File: src/rtl/branch_predictor_pkg.sv
// Shared types and helpers for the dynamic branch predictor.
// Holds the predictor mode and FSM state enums and the saturating counter step.
package coreUtils;

    typedef enum logic {BP_BIMODAL, BP_GSHARE} bp_mode_t;
    typedef enum logic {BP_INIT, BP_RUN} bp_state_t;

    // Move a width-bit counter one step toward taken or not-taken, clamping at both ends.
    function automatic int sat_update(input int ctr, input logic taken, input int width);
        int top;
        top = (1 << width) - 1;
        if (taken)
            return (ctr >= top) ? top : ctr + 1;
        else
            return (ctr <= 0) ? 0 : ctr - 1;
    endfunction

endpackage

File: src/rtl/branch_predictor_pht_table.sv
// Pattern history table: one async read port for prediction.
// It also has one write port that either loads a value or steps a counter in place.
module pht_table
    import coreUtils::*;
#(
    parameter int INDEX_BITS = 6,
    parameter int CTR_BITS   = 2
) (
    input  logic                  Clock,
    input  logic [INDEX_BITS-1:0] rdIndex,
    output logic [CTR_BITS-1:0]   rdCtr,
    input  logic                  wrEnable,
    input  logic                  wrLoad,
    input  logic [INDEX_BITS-1:0] wrIndex,
    input  logic [CTR_BITS-1:0]   wrData,
    input  logic                  wrTaken
);

    logic [CTR_BITS-1:0] ctrArray [1 << INDEX_BITS];
    logic [CTR_BITS-1:0] nextCtr;

    // Async read returns the stored value, so a same-cycle write is seen only next cycle.
    assign rdCtr = ctrArray[rdIndex];

    assign nextCtr = wrLoad ? wrData
                            : CTR_BITS'(sat_update(int'(ctrArray[wrIndex]), wrTaken, CTR_BITS));

    // NOTE: the array has no reset; contents are defined by the init sweep, keeping it RAM-mappable.
    always_ff @(posedge Clock) begin
        if (wrEnable)
            ctrArray[wrIndex] <= nextCtr;
    end

endmodule

File: src/rtl/branch_predictor.sv
// Dynamic conditional-branch predictor (bimodal or gshare) with a post-reset table sweep.
// It also keeps saturating branch and mispredict statistics.
module branch_predictor
    import coreUtils::*;
#(
    parameter int       INDEX_BITS = 6,
    parameter int       CTR_BITS   = 2,
    parameter int       HIST_BITS  = 4,
    parameter bp_mode_t MODE       = BP_GSHARE,
    parameter int       INIT_CTR   = 1
) (
    input  logic                  Clock,
    input  logic                  nReset,
    input  logic                  predValid,
    input  logic [31:0]           predPC,
    output logic                  predTaken,
    output logic [INDEX_BITS-1:0] predIndex,
    output logic                  ready,
    input  logic                  updValid,
    input  logic [INDEX_BITS-1:0] updIndex,
    input  logic                  updTaken,
    input  logic                  updMispredict,
    input  logic                  clearStats,
    output logic [31:0]           branchCount,
    output logic [31:0]           mispredictCount
);

    localparam int GHR_W    = (HIST_BITS > 0) ? HIST_BITS : 1;
    localparam bit USE_HIST = (MODE == BP_GSHARE) && (HIST_BITS > 0);

    bp_state_t             state;
    logic [INDEX_BITS-1:0] ptr;
    logic [GHR_W-1:0]      ghr;
    logic [GHR_W-1:0]      ghrNext;
    logic [INDEX_BITS-1:0] histExt;
    logic [CTR_BITS-1:0]   rdCtr;
    logic                  updAccept;
    logic                  wrLoad;
    logic                  unusedPcBits;

    assign unusedPcBits = ^{predPC[31:INDEX_BITS+2], predPC[1:0]};

    // NOTE: combinational blocks use blocking assignments and give every output a default first.
    always_comb begin
        histExt = '0;
        if (USE_HIST)
            histExt[GHR_W-1:0] = ghr;
        ghrNext    = ghr << 1;
        ghrNext[0] = updTaken;
    end

    assign predIndex = predPC[INDEX_BITS+1:2] ^ histExt;
    assign predTaken = ready && predValid && rdCtr[CTR_BITS-1];
    assign updAccept = (state == BP_RUN) && updValid;
    assign wrLoad    = (state == BP_INIT);

    pht_table #(
        .INDEX_BITS (INDEX_BITS),
        .CTR_BITS   (CTR_BITS)
    ) u_pht (
        .Clock    (Clock),
        .rdIndex  (predIndex),
        .rdCtr    (rdCtr),
        .wrEnable (wrLoad || updAccept),
        .wrLoad   (wrLoad),
        .wrIndex  (wrLoad ? ptr : updIndex),
        .wrData   (CTR_BITS'(INIT_CTR)),
        .wrTaken  (updTaken)
    );

    // NOTE: sequential state always uses non-blocking assignments.
    always_ff @(posedge Clock or negedge nReset) begin
        if (!nReset) begin
            state <= BP_INIT;
            ptr   <= '0;
            ready <= 1'b0;
        end else begin
            case (state)
                BP_INIT: begin
                    ptr <= ptr + INDEX_BITS'(1);
                    if (&ptr) begin
                        state <= BP_RUN;
                        ready <= 1'b1;
                    end
                end
                default: ready <= 1'b1;
            endcase
        end
    end

    // History only advances on resolved branches, so it never needs repair.
    always_ff @(posedge Clock or negedge nReset) begin
        if (!nReset)
            ghr <= '0;
        else if (updAccept)
            ghr <= ghrNext;
    end

    always_ff @(posedge Clock or negedge nReset) begin
        if (!nReset) begin
            branchCount     <= '0;
            mispredictCount <= '0;
        end else if (clearStats) begin
            branchCount     <= '0;
            mispredictCount <= '0;
        end else if (updAccept) begin
            if (branchCount != 32'hFFFF_FFFF)
                branchCount <= branchCount + 32'd1;
            if (updMispredict && mispredictCount != 32'hFFFF_FFFF)
                mispredictCount <= mispredictCount + 32'd1;
        end
    end

endmodule

File: config.mk
export PLATFORM = sky130hd
export DESIGN_NAME = branch_predictor
export DESIGN_NICKNAME = d
export VERILOG_FILES = /design/src/rtl/branch_predictor_pkg.sv /design/src/rtl/branch_predictor_pht_table.sv /design/src/rtl/branch_predictor.sv
export SDC_FILE = /design/constraint.sdc
export NUM_CORES = 1
export LEC_CHECK = 0
export ABC_AREA = 1
export BUFFER_PORTS_ARGS = -buffer_cell sky130_fd_sc_hd__buf_4
export CORE_MARGIN = 8
export CORE_UTILIZATION = 30
export DETAILED_ROUTE_END_ITERATION = 16
export PLACE_DENSITY = 0.54
export SETUP_SLACK_MARGIN = 0.3
export SLEW_MARGIN = 5
export SYNTH_ARGS = -nofsm -noshare
export SYNTH_HDL_FRONTEND = slang
export SYNTH_SLANG_ARGS = --single-unit
File: constraint.sdc
create_clock -name Clock -period 11.4 [get_ports Clock]
set_clock_uncertainty 0.05 [all_clocks]
set_input_delay 1.14 -clock Clock [delete_from_list [all_inputs] [get_ports Clock]]
set_output_delay 1.14 -clock Clock [all_outputs]
set_load 0.02 [all_outputs]
== Word-level counts from Yosys, hierarchy flattened ==
Memories as Yosys holds them, arrays and structs flattened.
Index checks and enable logic that the tools add are counted.

* Register bits after elaboration: 76
* RAM bits: 128
* Bits of input ports: 45
* Memories kept: 1
* Word-level logic and storage cells: 47

{| class="wikitable"
|+ Memory list
! memory !! depth !! bits a word !! read ports !! clocked after memory_dff !! wr ports !! line !! text
|-
| u_pht.ctrArray || 64 || 2 || 2 || 0 || 1 || branch_predictor_pht_table.sv:19 || <nowiki>logic [CTR_BITS-1:0] ctrArray [1 << INDEX_BITS];</nowiki>
|}

* Magnitude comparators: 2
* Equal/unequal tests: 2
* Bitwise operators: 2
* Mux-type cells: 17
* Reductions and logical operators: 12
* Add/subtract/negate cells: 5

{| class="wikitable"
|+ Operator list
! cell !! number
|-
| $mux W32 || 6
|-
| $add A32 B1 Y32 const B || 2
|-
| $ne A32 B32 Y1 const B || 2
|-
| $mux W2 || 4
|-
| $reduce_bool A2 Y1 || 4
|-
| $add A6 B1 Y6 const B || 1
|-
| $mux W1 || 6
|-
| $mux W6 || 1
|-
| $reduce_and A6 Y1 || 1
|-
| $xor A6 B4 Y6 || 1
|-
| $logic_and A1 B1 Y1 || 4
|-
| $reduce_and A2 Y1 || 2
|-
| $add A2 B1 Y2 const B || 1
|-
| $ge A2 B2 Y1 const B || 1
|-
| $le A2 B1 Y1 const B || 1
|-
| $sub A2 B1 Y2 const B || 1
|-
| $logic_or A1 B1 Y1 || 1
|-
| $not A1 Y1 || 1
|}

== Longest topological paths before layout ==
Gate-level depths: netlist of run 1.
An unclocked memory read counts as a cell.

* Word-level depth: 6
* Gate-level depth with buffers: 17

== Modules after synthesis ==
A second synthesis of run 1 with hierarchy kept.

* Cell total of the unflattened synthesis: 1564
* Area, all modules: 11833.8 µm²

{| class="wikitable"
|+ Modules (own cells, without submodules)
! module !! cells an instance !! area each (µm²) !! sequential area each (µm²) !! times used
|-
| pht_table || 839 || 6944.2 || 3843.7 || 1
|-
| branch_predictor || 725 || 4889.7 || 1901.8 || 1
|}

== Worst setup path after synthesis of run 1 ==
No wires, ideal clock.

* Path kind: input to register
* Start: in updIndex[1]
* End: mem u_pht.ctrArray[0][1] (data pin)
* Cell stages on the path: 12
* Required time: 10.802 ns
* Slack: 6.957 ns
* Path buffers: 1
* Data arrival time: 3.845 ns
* Setup time: 0.548 ns
* Cell sequence: nand2_1 inv_1 nor2_4 buf_2 nand3_1 nand3_1 nand3_1 nand2_1 nor2_1 nand2_1 nand2_1 a21oi_1

* Cells in the longest elaborated chain, start to end: 6

{| class="wikitable"
|+ Ends and longest elaborated chain
! what !! line !! text
|-
| from (decl) || branch_predictor.sv:20 || <nowiki>input logic [INDEX_BITS-1:0] updIndex,</nowiki>
|-
| $mux W6 (*) || branch_predictor.sv:66 || <nowiki>.wrIndex (wrLoad ? ptr : updIndex),</nowiki>
|-
| $mem_v2 Z64 W2 (*) || n/a ||
|-
| $sub A2 B1 Y2, or another cell as far along || branch_predictor_pkg.sv:15 || <nowiki>return (ctr <= 0) ? 0 : ctr - 1;</nowiki>
|-
| $mux W2, on equally long branches || branch_predictor_pkg.sv:15, branch_predictor_pkg.sv:13 ||
|-
| $mux W2 (*) || branch_predictor_pkg.sv:12 || <nowiki>if (taken)</nowiki>
|-
| $mux W2 (*) || branch_predictor_pht_table.sv:25 || <nowiki>assign nextCtr = wrLoad ? wrData</nowiki>
|-
| net u_pht.nextCtr[1] || branch_predictor_pht_table.sv:20 || <nowiki>logic [CTR_BITS-1:0] nextCtr;</nowiki>
|-
| to (decl) || branch_predictor_pht_table.sv:19 ||
|}

Mark *: on every way through the listed nets, which the timed path passes. The rest lies on a longest branch.

== Worst setup path in the final report of run 1 ==
* Start: in predPC[2]
* End: out predTaken

* Cells in the longest elaborated chain, start to end: 3

{| class="wikitable"
|+ Ends and longest elaborated chain
! what !! line !! text
|-
| from (decl) || branch_predictor.sv:15 || <nowiki>input logic [31:0] predPC,</nowiki>
|-
| $xor A6 B4 Y6 || branch_predictor.sv:52 || <nowiki>assign predIndex = predPC[INDEX_BITS+1:2] ^ histExt;</nowiki>
|-
| $mem_v2 Z64 W2 || n/a ||
|-
| $logic_and A1 B1 Y1 || branch_predictor.sv:53 || <nowiki>assign predTaken = ready && predValid && rdCtr[CTR_BITS-1];</nowiki>
|-
| to (decl) || branch_predictor.sv:16 || <nowiki>output logic predTaken,</nowiki>
|}

No other way between the ends.

==> impl_metrics.env, run 1 <==
export IMPL_clk_latency_ns=0.54
export IMPL_max_slew_margin_pct=19.8
export IMPL_start_util_pct=30.3
export IMPL_synthesis_nets=1439
export IMPL_tightest_slew_ns=1.20
export IMPL_nets=1511
export IMPL_finalHoldViolCount=0
export IMPL_area_growth_syn_to_layout_pct=16.5
export IMPL_synthAdderAreaFrac_pct=0.331
export IMPL_synth_seq_area_share_pct=50.7
export IMPL_synth_area_top_cells="edfxtp_1 (34%), dfrtp_1 (17%), nand2_1 (12%)"
export IMPL_grt_max_degree=88
export IMPL_cts_tree="built"
export IMPL_yosysTopAreaCellShare_pct=33.9
export IMPL_avgSynthCellArea_um2=8.14
export IMPL_whs_path_depth=1
export IMPL_startpoint_type="input port"
export IMPL_dpl_cell_area_mm2=0.0124
export IMPL_ant_nets=0
export IMPL_critPathArrivalTime_ns=3.48
export IMPL_dieArea_mm2=0.0442
export IMPL_p_per_area_mw_per_mm2=122
export IMPL_cts_buffer_depth=3
export IMPL_chipWidth_um=210
export IMPL_synth_xor_area_share_pct=2.39
export IMPL_yosys_warnings=0
export IMPL_hpwlAfterDp_um=22100
export IMPL_diodes=0
export IMPL_root_buffer="clkbuf_16"
export IMPL_combPwrFrac_pct=3.5
export IMPL_drt_drc_violations_left=0
export IMPL_status="completed"
export IMPL_slew_violations=0
export IMPL_vias=9843
export IMPL_seq_power_share_pct=48.7
export IMPL_setup_viol=0
export IMPL_cts_buffers=24
export IMPL_switching_share_pct=21.6
export IMPL_post_cts_setup_buffer_count=0
export IMPL_drive_above_1_share_pct=12.0
export IMPL_fmax_mhz=214
export IMPL_htreeDepth=1
export IMPL_ios=117
export IMPL_grt_usage_pct=15.0
export IMPL_rr_worst_depth=13
export IMPL_finalSetupTns_ns=0
export IMPL_cp_data_required_time_ns=10.21
export IMPL_synth_top_family_by_area="simple AND/OR/NAND/NOR gates"
export IMPL_dp_slack_ns=6.67
export IMPL_fin_crit_sh_pct=40.9
export IMPL_end_kind="primary output"
export IMPL_rows=71
export IMPL_drt_iter0_drc=761
export IMPL_post_route_util_pct=35.3
export IMPL_portBuffers=90
export IMPL_synth_area_mm2=0.0113
export IMPL_first_pass_iters=6
export IMPL_worst_slack_ns=6.73
export IMPL_grt_ovfl_total=0
export IMPL_vias_per_cell=4.94
export IMPL_rsz0062_at_grt="false"
export IMPL_min_path_type="flip-flop to flip-flop"
export IMPL_grt_pass1_vias=9439
export IMPL_synth_top_cell_by_area="edfxtp_1"
export IMPL_nFillCells=3913
export IMPL_die_h_um=210
export IMPL_p_clk_share_pct=47.8
export IMPL_cts_sinks=204
export IMPL_maxCapViolations=0
export IMPL_synth_seq_cells=204
export IMPL_crit_type="input port to primary output"
export IMPL_synth_distinct_cells=41
export IMPL_gp_congestion=0.883
export IMPL_multi_input_area_mm2=0.00465
export IMPL_synth_compound_gate_area_share_pct=7.78
export IMPL_cts_repair_resized=0
export IMPL_routed_wl_um=33700
export IMPL_synth_area_mux_share_pct=0
export IMPL_cts_reportedPaths_clkPinSlew_ns=0.06
export IMPL_syn_instance_count=1391
export IMPL_fin_crit_ns=4.67
export IMPL_p_int_mw=1.26
export IMPL_antenna_found_initial=1
export IMPL_routedWlPerCell_um=16.9
export IMPL_p_sw_uw=348
export IMPL_synth_simple_area_share_pct=30.4
export IMPL_max_vdd_ir_drop_v=0.0000938
export IMPL_postLayoutCellArea_mm2=0.0132
export IMPL_core_mm2=0.0374
export IMPL_hold_slack_ns=0.421
export IMPL_ff_latch_area_mm2=0.00575
export IMPL_leakage_nw=5.45
export IMPL_cts_hold_buf=0
export IMPL_crit_fanout=29
export IMPL_grt_pass1_wl_um=52700
==> path summary, 6_finish.rpt <==
kind,from,to,slack (ns)
max,predPC[2],predTaken,6.73
min,ptr[4],ptr[4],0.42
max reg2reg,state,u_pht.ctrArray[17][1],6.99
min reg2reg,ptr[4],ptr[4],0.42
max in group asynchronous,nReset,ptr[0],9.94
min in group asynchronous,nReset,branchCount[27],0.73
==> cell usage in the layout, fill, tap and decap left out, types with 29 or more instances in the layout <==
cell	count
buf_4	98
dfrtp_1	76
edfxtp_1	128
inv_1	160
nand2_1	367
nand3_1	136
nand4_1	34
nor2_1	164
nor3_1	35
o211ai_1	29
o21ai_0	71
==> metal layers <==
layer	part of all wire, %	vias to the layer above	track usage (%)
met3	7.6	68	3.18
met2	45	367	23.6
met1	45	4640	20.3
met5	0.036	-	0
met4	2.9	2	4.81
li1	-	4766	-
==> state kept, by name, indices dropped and copies added (netlist names) <==
| signal | flops |
|---|---|
| u_pht.ctrArray | 128 |
| ghr | 4 |
| ptr | 6 |
| branchCount | 32 |
| mispredictCount | 32 |
| state | 1 |
| ready | 1 |
==> power groups by stage <==
| stage | Combinational [mW] | Clock (mW) | Sequential (mW) |
|---|---|---|---|
| 2_1_floorplan | 0.0291 | 0 | 0.799 |
| 4_1_cts | 0.0570 | 0.792 | 0.782 |
| 3_3_place_gp | 0.0565 | 0 | 0.797 |
| 3_5_place_dp | 0.0569 | 0 | 0.797 |
| 5_1_grt | 0.0619 | 0.819 | 0.782 |
| 6_report | 0.0566 | 0.768 | 0.783 |
==> cells in the mapped netlist (all sizes together) <==
master  number
a21oi       17
nand3      138
or2         11
nor2       169
inv        168
nor3        38
xor2        20
o22ai        1
nand4       35
dfrtp       76
ha           3
nand2      376
a31oi        1
o211ai      29
xnor2       10
o31ai       11
a41oi        1
nand3b      12
clkbuf      12
nor4         6
edfxtp     128
o21ai       88
o21a         1
buf         40
==> kinds of logic after synthesis <==
group,count (synthesis)
simple gates,785
buf+inv,220
flops,204
compound gates,149
xor+xnor,30
fa+ha+maj,3
==> metrics by stage <==
stage                     instances  power [mW]
after detailed placement       1948       0.854
after CTS                      1991        1.63
after global routing           1991        1.66
after floorplan                1391       0.828
after global placement         1948       0.854
final                          1991        1.61
==> cell type report <==
type | count | share of cell area [%]
clock inverters | 10 | 0.806
inverters | 168 | 4.80
well taps | 511 | 4.85
multi-input cells | 967 | 35.2
clock buffers | 33 | 5.19
repair buffers | 98 | 5.58
flip-flops and latches | 204 | 43.6
==> worst max-delay path, cell delays in order <==
cell and delay (ns):
buf_4 0.12, inv_1 0.06, nand2_1 0.05, nand2_1 0.86, nand2_1 0.11, o211ai_1 0.16
nand3_1 0.17, nand3_1 0.13, nand2_1 0.06, nor2_1 0.18, nor2_1 0.07, nor2_1 0.19
buf_4 0.18
Power figures use the tool's default switching activity.
==> run 2, diff against run 1 <==
==> constraint.sdc (replaced) <==
create_clock -name Clock -period 4.9 [get_ports Clock]
set_clock_uncertainty 0.05 [all_clocks]
set_input_delay 0.49 -clock Clock [delete_from_list [all_inputs] [get_ports Clock]]
set_output_delay 0.49 -clock Clock [all_outputs]
set_load 0.02 [all_outputs]
==> impl_metrics.env, run 2 (same netlist as run 1, synthesis figures left out) <==
export IMPL_status="completed"
export IMPL_crit_type="flip-flop to primary output"
export IMPL_fmax_mhz=264
export IMPL_regMostFlops="u_pht.ctrArray"
export IMPL_core_mm2=0.0374
export IMPL_nFillCells=3930
export IMPL_cts_tree="built"
export IMPL_htreeDepth=1
export IMPL_critPathArrivalTime_ns=3.25
export IMPL_drt_iter0_drc=761
export IMPL_cts_hold_buf=0
export IMPL_fin_crit_sh_pct=77.3
export IMPL_vias=9840
export IMPL_startpoint_type="flip-flop"
export IMPL_grt_ovfl_total=0
export IMPL_drive_above_1_share_pct=12.2
export IMPL_largest_reg_flops=128
export IMPL_cts_reportedPaths_clkPinSlew_ns=0.06
export IMPL_slew_violations=0
export IMPL_p_per_area_mw_per_mm2=285
export IMPL_routedWlPerCell_um=17.1
export IMPL_portBuffers=90
export IMPL_wl_met1_um=15500
export IMPL_wl_met3_um=2620
export IMPL_antenna_found_initial=2
export IMPL_finalSetupTns_ns=0
export IMPL_gp_congestion=0.884
export IMPL_min_path_type="input port to asynchronous set/reset pin"
export IMPL_grt_pass1_vias=9501
export IMPL_area_growth_syn_to_layout_pct=17.0
export IMPL_hpwlAfterDp_um=22700
export IMPL_tightest_slew_ns=1.27
export IMPL_cts_buffer_depth=3
export IMPL_end_kind="primary output"
export IMPL_post_route_util_pct=35.4
export IMPL_leakage_nw=5.48
export IMPL_setup_viol=0
export IMPL_top_layer="met5"
export IMPL_rows=71
export IMPL_nets=1518
export IMPL_max_vdd_ir_drop_v=0.000217
export IMPL_rsz0062_at_grt="false"
export IMPL_ios=117
export IMPL_first_pass_iters=5
export IMPL_final_common_cell="nand2_1"
export IMPL_die_h_um=210
export IMPL_drt_drc_violations_left=0
export IMPL_grt_pass1_wl_um=53100
export IMPL_fin_crit_ns=3.79
export IMPL_grt_max_degree=77
export IMPL_layout_common_cells="nand2_1 (367), nor2_1 (164), inv_1 (160)"
export IMPL_cp_data_required_time_ns=4.36
export IMPL_finalHoldViolCount=0
export IMPL_crit_fanout=29
export IMPL_vias_per_cell=4.92
export IMPL_root_buffer="clkbuf_16"
export IMPL_ant_nets=0
export IMPL_post_cts_setup_buffer_count=0
export IMPL_start_util_pct=30.3
export IMPL_dr_wl_met2_um=15300
export IMPL_hold_slack_ns=0.0748
export IMPL_maxCapViolations=0
export IMPL_chipWidth_um=210
export IMPL_grt_usage_pct=15.1
export IMPL_cts_repair_resized=0
export IMPL_clk_latency_ns=0.54
export IMPL_max_slew_margin_pct=15.1
export IMPL_cts_buffers=25
export IMPL_routed_wl_um=34300
export IMPL_cts_sinks=204
export IMPL_dieArea_mm2=0.0442
export IMPL_reg_top3="u_pht.ctrArray: 128 flops, branchCount: 32 flops, mispredictCount: 32 flops"
==> run 2: final timing paths <==
path | cells past startpoint | slack, ns | startpoint | end
max in group asynchronous | 1 | 4.06 | nReset | state
setup reg to reg | 14 | 1.19 | state | u_pht.ctrArray[40][1]
hold reg to reg | 1 | 0.42 | ptr[5] | ptr[5]
min in group Clock | 3 | 0.26 | updTaken | ghr[0]
setup / recovery | 11 | 1.11 | ghr[0] | predTaken
hold / removal | 1 | 0.07 | nReset | branchCount[28]
==> run 2: where the power goes <==
| group | switching [mW] | total, mW | internal (mW) |
|---|---|---|---|
| registers | 0.00384 | 1.82 | 1.82 |
| clock network | 0.733 | 1.82 | 1.09 |
| logic | 0.0935 | 0.132 | 0.0386 |
==> run 2: through the flow <==
| step | std cells | worst slack, ns | power, mW | area, um^2 |
|---|---|---|---|---|
| final | 2000 | 1.11 | 3.77 | 13300 |
| after global routing | 1999 | 0.856 | 3.91 | 13300 |
| after CTS | 1999 | 1.12 | 3.83 | 13300 |
| after detailed placement | 1954 | 1.18 | 1.99 | 12500 |
| after global placement | 1954 | 1.22 | 1.99 | 12500 |
| after floorplan | 1391 | 1.09 | 1.93 | 11300 |
==> run 2: cell type report <==
cell class              instances  area [um^2]  share of cell area, %
clock buffers                  35          693                   5.23
well taps                     511          639                   4.82
inverters                     168          633                   4.78
flip-flops and latches        204         5750                   43.3
multi-input cells             967         4650                   35.0
clock inverters                10          103                  0.774
diodes                          1         2.50                 0.0189
repair buffers                104          793                   5.98
==> run 2: metal layers <==
metal,track usage (%),vias to the layer above
li1,-,4774
met1,20.4,4662
met2,24.2,340
met3,2.91,62
met4,4.52,2
met5,0,-
==> run 2: worst max-delay path, stage by stage (launching register included) <==
cell and delay [ns]:
dfrtp_1 0.40, inv_1 0.08, nand2_1 0.06, nand2_1 0.72
o211ai_1 0.55, nand3_1 0.13, nand3_1 0.12, nand2_1 0.06
nor2_1 0.15, nor2_1 0.07, nor2_1 0.19, buf_4 0.18
